$ cat src/rtl/riscv_pipe_pkg.sv
// riscv_pipe_pkg: shared pipeline constants (control-word layout, bubble value)
package riscv_pipe_pkg;
    localparam int CTRL_W_DEF = 16;
    localparam int CTRL_MEMRD = 0;
    localparam int CTRL_MEMWR = 1;
    localparam int CTRL_REGWR = 2;
    localparam int CTRL_BRANCH = 3;
    localparam int CTRL_JUMP = 4;
    localparam int CTRL_ALUSRC = 5;
    localparam int MEMRD_BIT_DEF = CTRL_MEMRD;
    // A bubble carries an all-zero control word so it has no side effects downstream.
    localparam logic [CTRL_W_DEF-1:0] CTRL_BUBBLE = '0;
endpackage

$ cat src/rtl/id_ex_bypass.sv
// id_ex_bypass: two-operand writeback forwarding compare and mux
// Ports: wb_we/wb_rd/wb_wdata writeback port; rs1/rs2 source indices;
//        d1/d2 default operands; q1/q2 selected operands. x0 is never forwarded.
module id_ex_bypass
    import riscv_pipe_pkg::*;
(
    input  logic        wb_we,
    input  logic [4:0]  wb_rd,
    input  logic [31:0] wb_wdata,
    input  logic [4:0]  rs1,
    input  logic [4:0]  rs2,
    input  logic [31:0] d1,
    input  logic [31:0] d2,
    output logic [31:0] q1,
    output logic [31:0] q2
);
    always_comb begin
        q1 = (wb_we && wb_rd != 5'd0 && wb_rd == rs1) ? wb_wdata : d1;
        q2 = (wb_we && wb_rd != 5'd0 && wb_rd == rs2) ? wb_wdata : d2;
    end
endmodule

$ cat src/rtl/id_ex_stage.sv
// id_ex_stage: ID/EX pipeline register with stall, flush and load-use bubble insertion
// Ports: clk, rst (sync active-high); stall/flush control; id_* decode inputs;
//        wb_* writeback port; load_use (combinational hazard); ex_* registered outputs.
// Macro ID_EX_BYPASS_EN: adds writeback-to-decode bypass and stalled-operand refresh;
//        when undefined the wb_* ports are ignored.
module id_ex_stage
    import riscv_pipe_pkg::*;
#(
    parameter int CTRL_W = CTRL_W_DEF,
    parameter int MEMRD_BIT = MEMRD_BIT_DEF
) (
    input  logic              clk,
    input  logic              rst,
    input  logic              stall,
    input  logic              flush,
    input  logic              id_valid,
    input  logic [31:0]       id_pc,
    input  logic [4:0]        id_rs1,
    input  logic [4:0]        id_rs2,
    input  logic [4:0]        id_rd,
    input  logic [31:0]       id_rdata1,
    input  logic [31:0]       id_rdata2,
    input  logic [31:0]       id_imm,
    input  logic [CTRL_W-1:0] id_ctrl,
    input  logic              wb_we,
    input  logic [4:0]        wb_rd,
    input  logic [31:0]       wb_wdata,
    output logic              load_use,
    output logic              ex_valid,
    output logic [31:0]       ex_pc,
    output logic [31:0]       ex_imm,
    output logic [31:0]       ex_op1,
    output logic [31:0]       ex_op2,
    output logic [4:0]        ex_rs1,
    output logic [4:0]        ex_rs2,
    output logic [4:0]        ex_rd,
    output logic [CTRL_W-1:0] ex_ctrl
);
    logic              valid_q, valid_d;
    logic [31:0]       pc_q, pc_d, imm_q, imm_d, op1_q, op1_d, op2_q, op2_d;
    logic [4:0]        rs1_q, rs1_d, rs2_q, rs2_d, rd_q, rd_d;
    logic [CTRL_W-1:0] ctrl_q, ctrl_d;
    logic [31:0]       byp1, byp2, ref1, ref2;

`ifdef ID_EX_BYPASS_EN
    id_ex_bypass u_id_byp (
        .wb_we(wb_we), .wb_rd(wb_rd), .wb_wdata(wb_wdata),
        .rs1(id_rs1), .rs2(id_rs2), .d1(id_rdata1), .d2(id_rdata2),
        .q1(byp1), .q2(byp2)
    );
    // Held operands only pick up writebacks while a real instruction sits here.
    id_ex_bypass u_ex_byp (
        .wb_we(wb_we && valid_q), .wb_rd(wb_rd), .wb_wdata(wb_wdata),
        .rs1(rs1_q), .rs2(rs2_q), .d1(op1_q), .d2(op2_q),
        .q1(ref1), .q2(ref2)
    );
`else
    logic unused_wb;
    assign unused_wb = ^{wb_we, wb_rd, wb_wdata};
    assign byp1 = id_rdata1;
    assign byp2 = id_rdata2;
    assign ref1 = op1_q;
    assign ref2 = op2_q;
`endif

    assign load_use = valid_q && ctrl_q[MEMRD_BIT] && rd_q != 5'd0 && id_valid &&
                      (rd_q == id_rs1 || rd_q == id_rs2);

    always_comb begin
        valid_d = valid_q;
        pc_d = pc_q;
        imm_d = imm_q;
        op1_d = op1_q;
        op2_d = op2_q;
        rs1_d = rs1_q;
        rs2_d = rs2_q;
        rd_d = rd_q;
        ctrl_d = ctrl_q;
        // Stall outranks load_use; flush outranks both.
        if (flush || (!stall && load_use)) begin
            valid_d = 1'b0;
            ctrl_d = CTRL_W'(CTRL_BUBBLE);
        end else if (stall) begin
            op1_d = ref1;
            op2_d = ref2;
        end else begin
            valid_d = id_valid;
            pc_d = id_pc;
            imm_d = id_imm;
            op1_d = byp1;
            op2_d = byp2;
            rs1_d = id_rs1;
            rs2_d = id_rs2;
            rd_d = id_rd;
            ctrl_d = id_ctrl;
        end
    end

    always_ff @(posedge clk) begin
        if (rst) begin
            valid_q <= 1'b0;
            pc_q <= '0;
            imm_q <= '0;
            op1_q <= '0;
            op2_q <= '0;
            rs1_q <= '0;
            rs2_q <= '0;
            rd_q <= '0;
            ctrl_q <= '0;
        end else begin
            valid_q <= valid_d;
            pc_q <= pc_d;
            imm_q <= imm_d;
            op1_q <= op1_d;
            op2_q <= op2_d;
            rs1_q <= rs1_d;
            rs2_q <= rs2_d;
            rd_q <= rd_d;
            ctrl_q <= ctrl_d;
        end
    end

    assign ex_valid = valid_q;
    assign ex_pc = pc_q;
    assign ex_imm = imm_q;
    assign ex_op1 = op1_q;
    assign ex_op2 = op2_q;
    assign ex_rs1 = rs1_q;
    assign ex_rs2 = rs2_q;
    assign ex_rd = rd_q;
    assign ex_ctrl = ctrl_q;
endmodule

$ cat config.mk
export PLATFORM = sky130hd
export DESIGN_NAME = id_ex_stage
export DESIGN_NICKNAME = d
export VERILOG_FILES = /design/src/rtl/riscv_pipe_pkg.sv /design/src/rtl/id_ex_bypass.sv /design/src/rtl/id_ex_stage.sv
export SDC_FILE = /design/constraint.sdc
export NUM_CORES = 1
export LEC_CHECK = 0
export CAP_MARGIN = 0
export CORE_MARGIN = 2
export CORE_UTILIZATION = 35
export CTS_CLUSTER_DIAMETER = 60
export DETAILED_ROUTE_END_ITERATION = 8
export PLACE_DENSITY = 0.69
export SLEW_MARGIN = 30
export SYNTH_ARGS = -nofsm -noshare
export SYNTH_HDL_FRONTEND = slang
export SYNTH_SLANG_ARGS = --single-unit
$ cat constraint.sdc
create_clock -name clk -period 2.1 [get_ports clk]
set_input_delay 0.21 -clock clk [delete_from_list [all_inputs] [get_ports clk]]
set_output_delay 0.21 -clock clk [all_outputs]
set_load 0.02 [all_outputs]
## Word-level counts from Yosys, hierarchy flattened

Index checks and enable logic that the tools add are counted.

| storage, ports and cells | value |
|---|---|
| output and inout bits | 161 |
| bits in registers | 160 |
| bits of input ports | 202 |
| logic and storage cells | 24 |

| operators by class | value |
|---|---|
| bitwise logic cells | 2 |
| equal/unequal tests | 2 |
| reduce and logical (&&, ||, !) cells | 11 |

Operators by type and width:

| kind | count |
|---|---|
| == test 5 bit | 2 |
| logical AND 1 bit | 5 |
| nonzero test 5 bit | 1 |
| logical OR 1 bit | 2 |
| inverter 1 bit | 2 |
| AND reduction 2 bit | 1 |
| OR reduction 2 bit | 1 |
| zero test 1 bit | 1 |

## Longest topological paths before layout

| depth | value |
|---|---|
| word-level depth | 8 |
| gate-level depth with buffers | 8 |
| mapped depth without buffers | 5 |

## Least setup slack after synthesis

Ideal clock, no wire load.

| path | value |
|---|---|
| path kind | register -> output |
| start point | reg rd_q[3] (netlist: ex_rd[3]) |
| end point | out load_use |
| cell stages (with the launch flop) | 8 |
| arrival time | 1862 ps |
| slack | 28 ps |
| cell sequence | dfxtp_1 > xnor2_1 > nand3_1 > o22ai_1 > buf_2 > buf_2 > buf_2 > and2_1 |

| between the ends | value |
|---|---|
| word-level cells in the longest chain between the ends | 4 |

RTL lines:

| element | line | text |
|---|---|---|
| start, declared | id_ex_stage.sv:41 | `logic [4:0] rs1_q, rs1_d, rs2_q, rs2_d, rd_q, rd_d;` |
| start signal, assigned | id_ex_stage.sv:118 | `rd_q <= rd_d;` |
| nonzero test 5 bit | id_ex_stage.sv:66 | `assign load_use = valid_q && ctrl_q[MEMRD_BIT] && rd_q != 5'd0 && id_valid &&` |
| logical AND 1 bit (2 in series) | id_ex_stage.sv:66 |  |
| logical AND 1 bit * | id_ex_stage.sv:66 |  |
| end, declared | id_ex_stage.sv:28 | `output logic load_use,` |

Every way passes the cells marked *; elsewhere a longest branch is shown, timed or not.

## Worst setup path after layout

| path | value |
|---|---|
| start point | reg rd_q[0] (netlist: ex_rd[0]) |
| end point | out load_use |

The elaborated chain is that of the path after synthesis.

==> flow_metrics.tcl <==
set metrics [dict create \
    critPathSlowestCell "or4_4" \
    relSlewSlack_pct 62.7 \
    worstPathCellList "or4_4 -> o2111ai_4 -> inv_2 -> and2_4 -> buf_6" \
    synth_edf_count 0 \
    leakage_nw 4.95 \
    arrival_ns 1.90 \
    fp.coreArea_mm2 0.0267 \
    max_stage_delay_ns 0.56 \
    path_class "flop to output pin" \
    track_usage_pct 20.2 \
    syn_area_per_cell_um2 9.04 \
    via_per_inst 5.57 \
    fin_skew_ns 0.0134 \
    reg2reg_depth 7 \
    ir_worst_vdd_mv 0.404 \
    synth_most_common_cell "nor3b_1" \
    synth_top_family_by_area "simple AND/OR/NAND/NOR gates" \
    cp.buffers_inverters 2 \
    tightest_slew_ns 0.560 \
    worst_r2r_startpoint "ex_rd[0]$_SDFFE_PP0P_" \
    crit_path_end_kind "output pin" \
    cts_tree "built" \
    antenna_found_initial 0 \
    final_antenna_net_count 0 \
    clk_transition_reported_paths_ns 0.08 \
    fillCellCount 2444 \
    post-synth-top-area-cell "dfxtp_1" \
    path_depth 5 \
    synthTopCellsByCount "287 x nor3b_1, 160 x dfxtp_1, 145 x nand2_1, 143 x a32oi_1, 143 x mux2i_1" \
    synth.distinct_cells 19 \
    violations "negative setup slack" \
    area_delta_synth_final_pct 50.5 \
    num_antenna_cells 0 \
    drc 0 \
    netlist_area_mm2 0.00943 \
    hp-start "rst" \
    finalHoldViolCount 0 \
    place_congestion 0.786 \
    power.density_mw_per_mm2 635 \
    grt_pass1_vias 8872 \
    drtIter0Drc 507 \
    fin_area_mm2 0.0142 \
    die_w_um 168 \
    rsz0062_at_grt "true" \
    multiInputGateArea_mm2 0.00572 \
    synth_top_area_share_pct 34.0 \
    finalNetCount 1530 \
    worstPathRequired_ns 1.89 \
    ys_async_sr_fraction_pct 0 \
    p_total_mw 9.02 \
    start_kind "flop" \
    clock.fmax_mhz 474 \
    via_count 9366 \
    maxCapViolations 0 \
    layout.area.seq_mm2 0.00320 \
    synthXorXnorAreaFrac_pct 0.929 \
    placed_area_mm2 0.0133 \
    synth_simple_gate_area_share_pct 28.9 \
    drive_gt1_share_pct 8.43 \
    worstHoldPathType "primary input to flop" \
    grt_pass1_wl_mm 46.9 \
    rrSetupSlack_ns 0.04 \
    io_pins 363 \
    final.setup.worst_slack_ns -0.00800 \
    die_h_um 168 \
    post-dp-hpwl_mm 19.9 \
    min_period_ns 2.11 \
    hold_ws_ns 0.265 \
    worstReg2RegEnd "ex_ctrl[0]$_SDFFE_PP0N_" \
    root_buffer "clkbuf_16" \
    period_share_pct 100 \
    synth_seq_cells 160 \
    die-area_mm2 0.0283 \
    synth_compound_area_share_pct 15.3 \
    cp_max_fo 3 \
    gr-total-overflow 0 \
    netlist_instances 1043 \
    synth_mux_area_share_pct 15.2 \
    setup_viol 1 \
    ys_seq_area_share_pct 34.0 \
    startpoint "ex_rd[0]$_SDFFE_PP0P_" \
    slew_violations 0 \
    start_util_pct 35.3 \
    cp_top_family "simple AND/OR/NAND/NOR gates" \
    htreeDepth 4 \
    cts.sinks 160 \
    rows 60 \
    crit_path_end "load_use" \
    synth_area_leaders "dfxtp_1 34%, nor3b_1 23%, mux2i_1 15%, a32oi_1 13%, nand2_1 5.8%" \
    routedWlPerCell_um 18.3 \
    grt_max_degree 124 \
    dr.pass1.iters 4 \
    cts.path.max_buffers 2 \
    finalWirelength_mm 30.8 \
    status "complete, but fails checks" \
    cts-hold-fix-buffers 0 \
    cts_made_buffers 17 \
    portBuffers 324 \
    synthAdderAreaFrac_pct 0 \
    synth_flop_cell "dfxtp_1" \
    ys_warn_count 0 \
    clkLatencyLatePin_ns 0.43 \
    syn-num-nets 1245 \
]
-- layout make-up --
class                      instances  area share [%]
multi-input combinational        753            40.3
clock buffer                      17            3.00
tap                              341            3.01
timing repair buffer             394            29.7
sequential                       160            22.6
clock inverter                    15            1.33
inverter                           2          0.0705
-- cells by family (layout without fill, tap and decap cells) --
logic type	count (synthesis)	after routing
muxes	143	143
AOI/OAI and AO/OA	163	163
xor gates and xnor gates	10	10
DFF	160	160
buffers and inverters	130	428
and+or+nand+nor	437	437
-- worst min-delay path: cells and delay by family --
kind	cells	cell delay, ns
and+or+nand+nor	2	0.13
muxes	1	0.12
buffers and inverters	1	0.19
-- power breakdown --
| part | leakage [nW] | total (mW) | internal (mW) | switching (mW) |
|---|---|---|---|---|
| Combinational | 3.33 | 2.22 | 1.16 | 1.06 |
| Sequential | 1.32 | 3.48 | 3.29 | 0.182 |
| Clock | 0.299 | 3.32 | 1.82 | 1.50 |
| Total | 4.95 | 9.02 | 6.27 | 2.74 |
-- worst min-delay path by stage --
| stage | end | slack (ns) | cells past startpoint |
|---|---|---|---|
| detailed placement | ex_ctrl[7]$_SDFFE_PP0N_ | 0.45 | 1 |
| finish | ex_op2[5]$_SDFFE_PP0P_ | 0.26 | 4 |
| global placement | ex_ctrl[11]$_SDFFE_PP0N_ | 0.46 | 1 |
| CTS | ex_op2[5]$_SDFFE_PP0P_ | 0.25 | 4 |
| floorplan | ex_ctrl[10]$_SDFFE_PP0N_ | 0.34 | 1 |
| global route | ex_op2[6]$_SDFFE_PP0P_ | 0.28 | 4 |
-- registers in the layout (all words and copies together) (netlist names) --
register / count
ex_imm: 32
ex_op1: 32
ex_op2: 32
ex_pc: 32
ex_ctrl: 16
ex_rd: 5
ex_rs1: 5
ex_rs2: 5
ex_valid: 1
-- metrics by stage --
stage               setup TNS [ns]  worst slack (ns)  utilization, %  cells
floorplan                        0            0.0278               -   1043
global placement             -3.18           -0.0679            49.6   1637
detailed placement           -9.90            -0.110            49.6   1637
CTS                          -2.06           -0.0629            52.1   1672
global route                -0.440           -0.0662            53.1   1682
finish                    -0.00800          -0.00800            53.1   1682
-- cell usage in the layout, fill, tap and decap left out, drive strengths merged --
cell type and count:
buf 65, o2111ai 1, nand2 145, bufinv 2
and2 1, a32oi 143, mux2i 143, or4 1
a22o 17, o22ai 1, clkdlybuf4s50 322, dfxtp 160
xnor2 10, a211oi 1, clkbuf 24, clkinvlp 1
inv 11, nor3b 287, clkinv 3, nand3 2
or2 1
-- layer usage --
layer / GRT usage [%] / wire, um / vias to the layer above
met2: 33.6 / 14600 / 259
li1: - / - / 4519
met4: 6.93 / 734 / 0
met1: 25.3 / 13500 / 4546
met3: 5.34 / 1970 / 42
met5: 0 / 0 / -
-- repair_timing --
item / CTS / global route
resized for setup: 9 / 20
setup buffers: 2 / 5
gates cloned: 1 / 6
endpoints found under the setup margin: 93 / 139
pin swaps: 2 / 7
(Power assumes the default switching activity.)
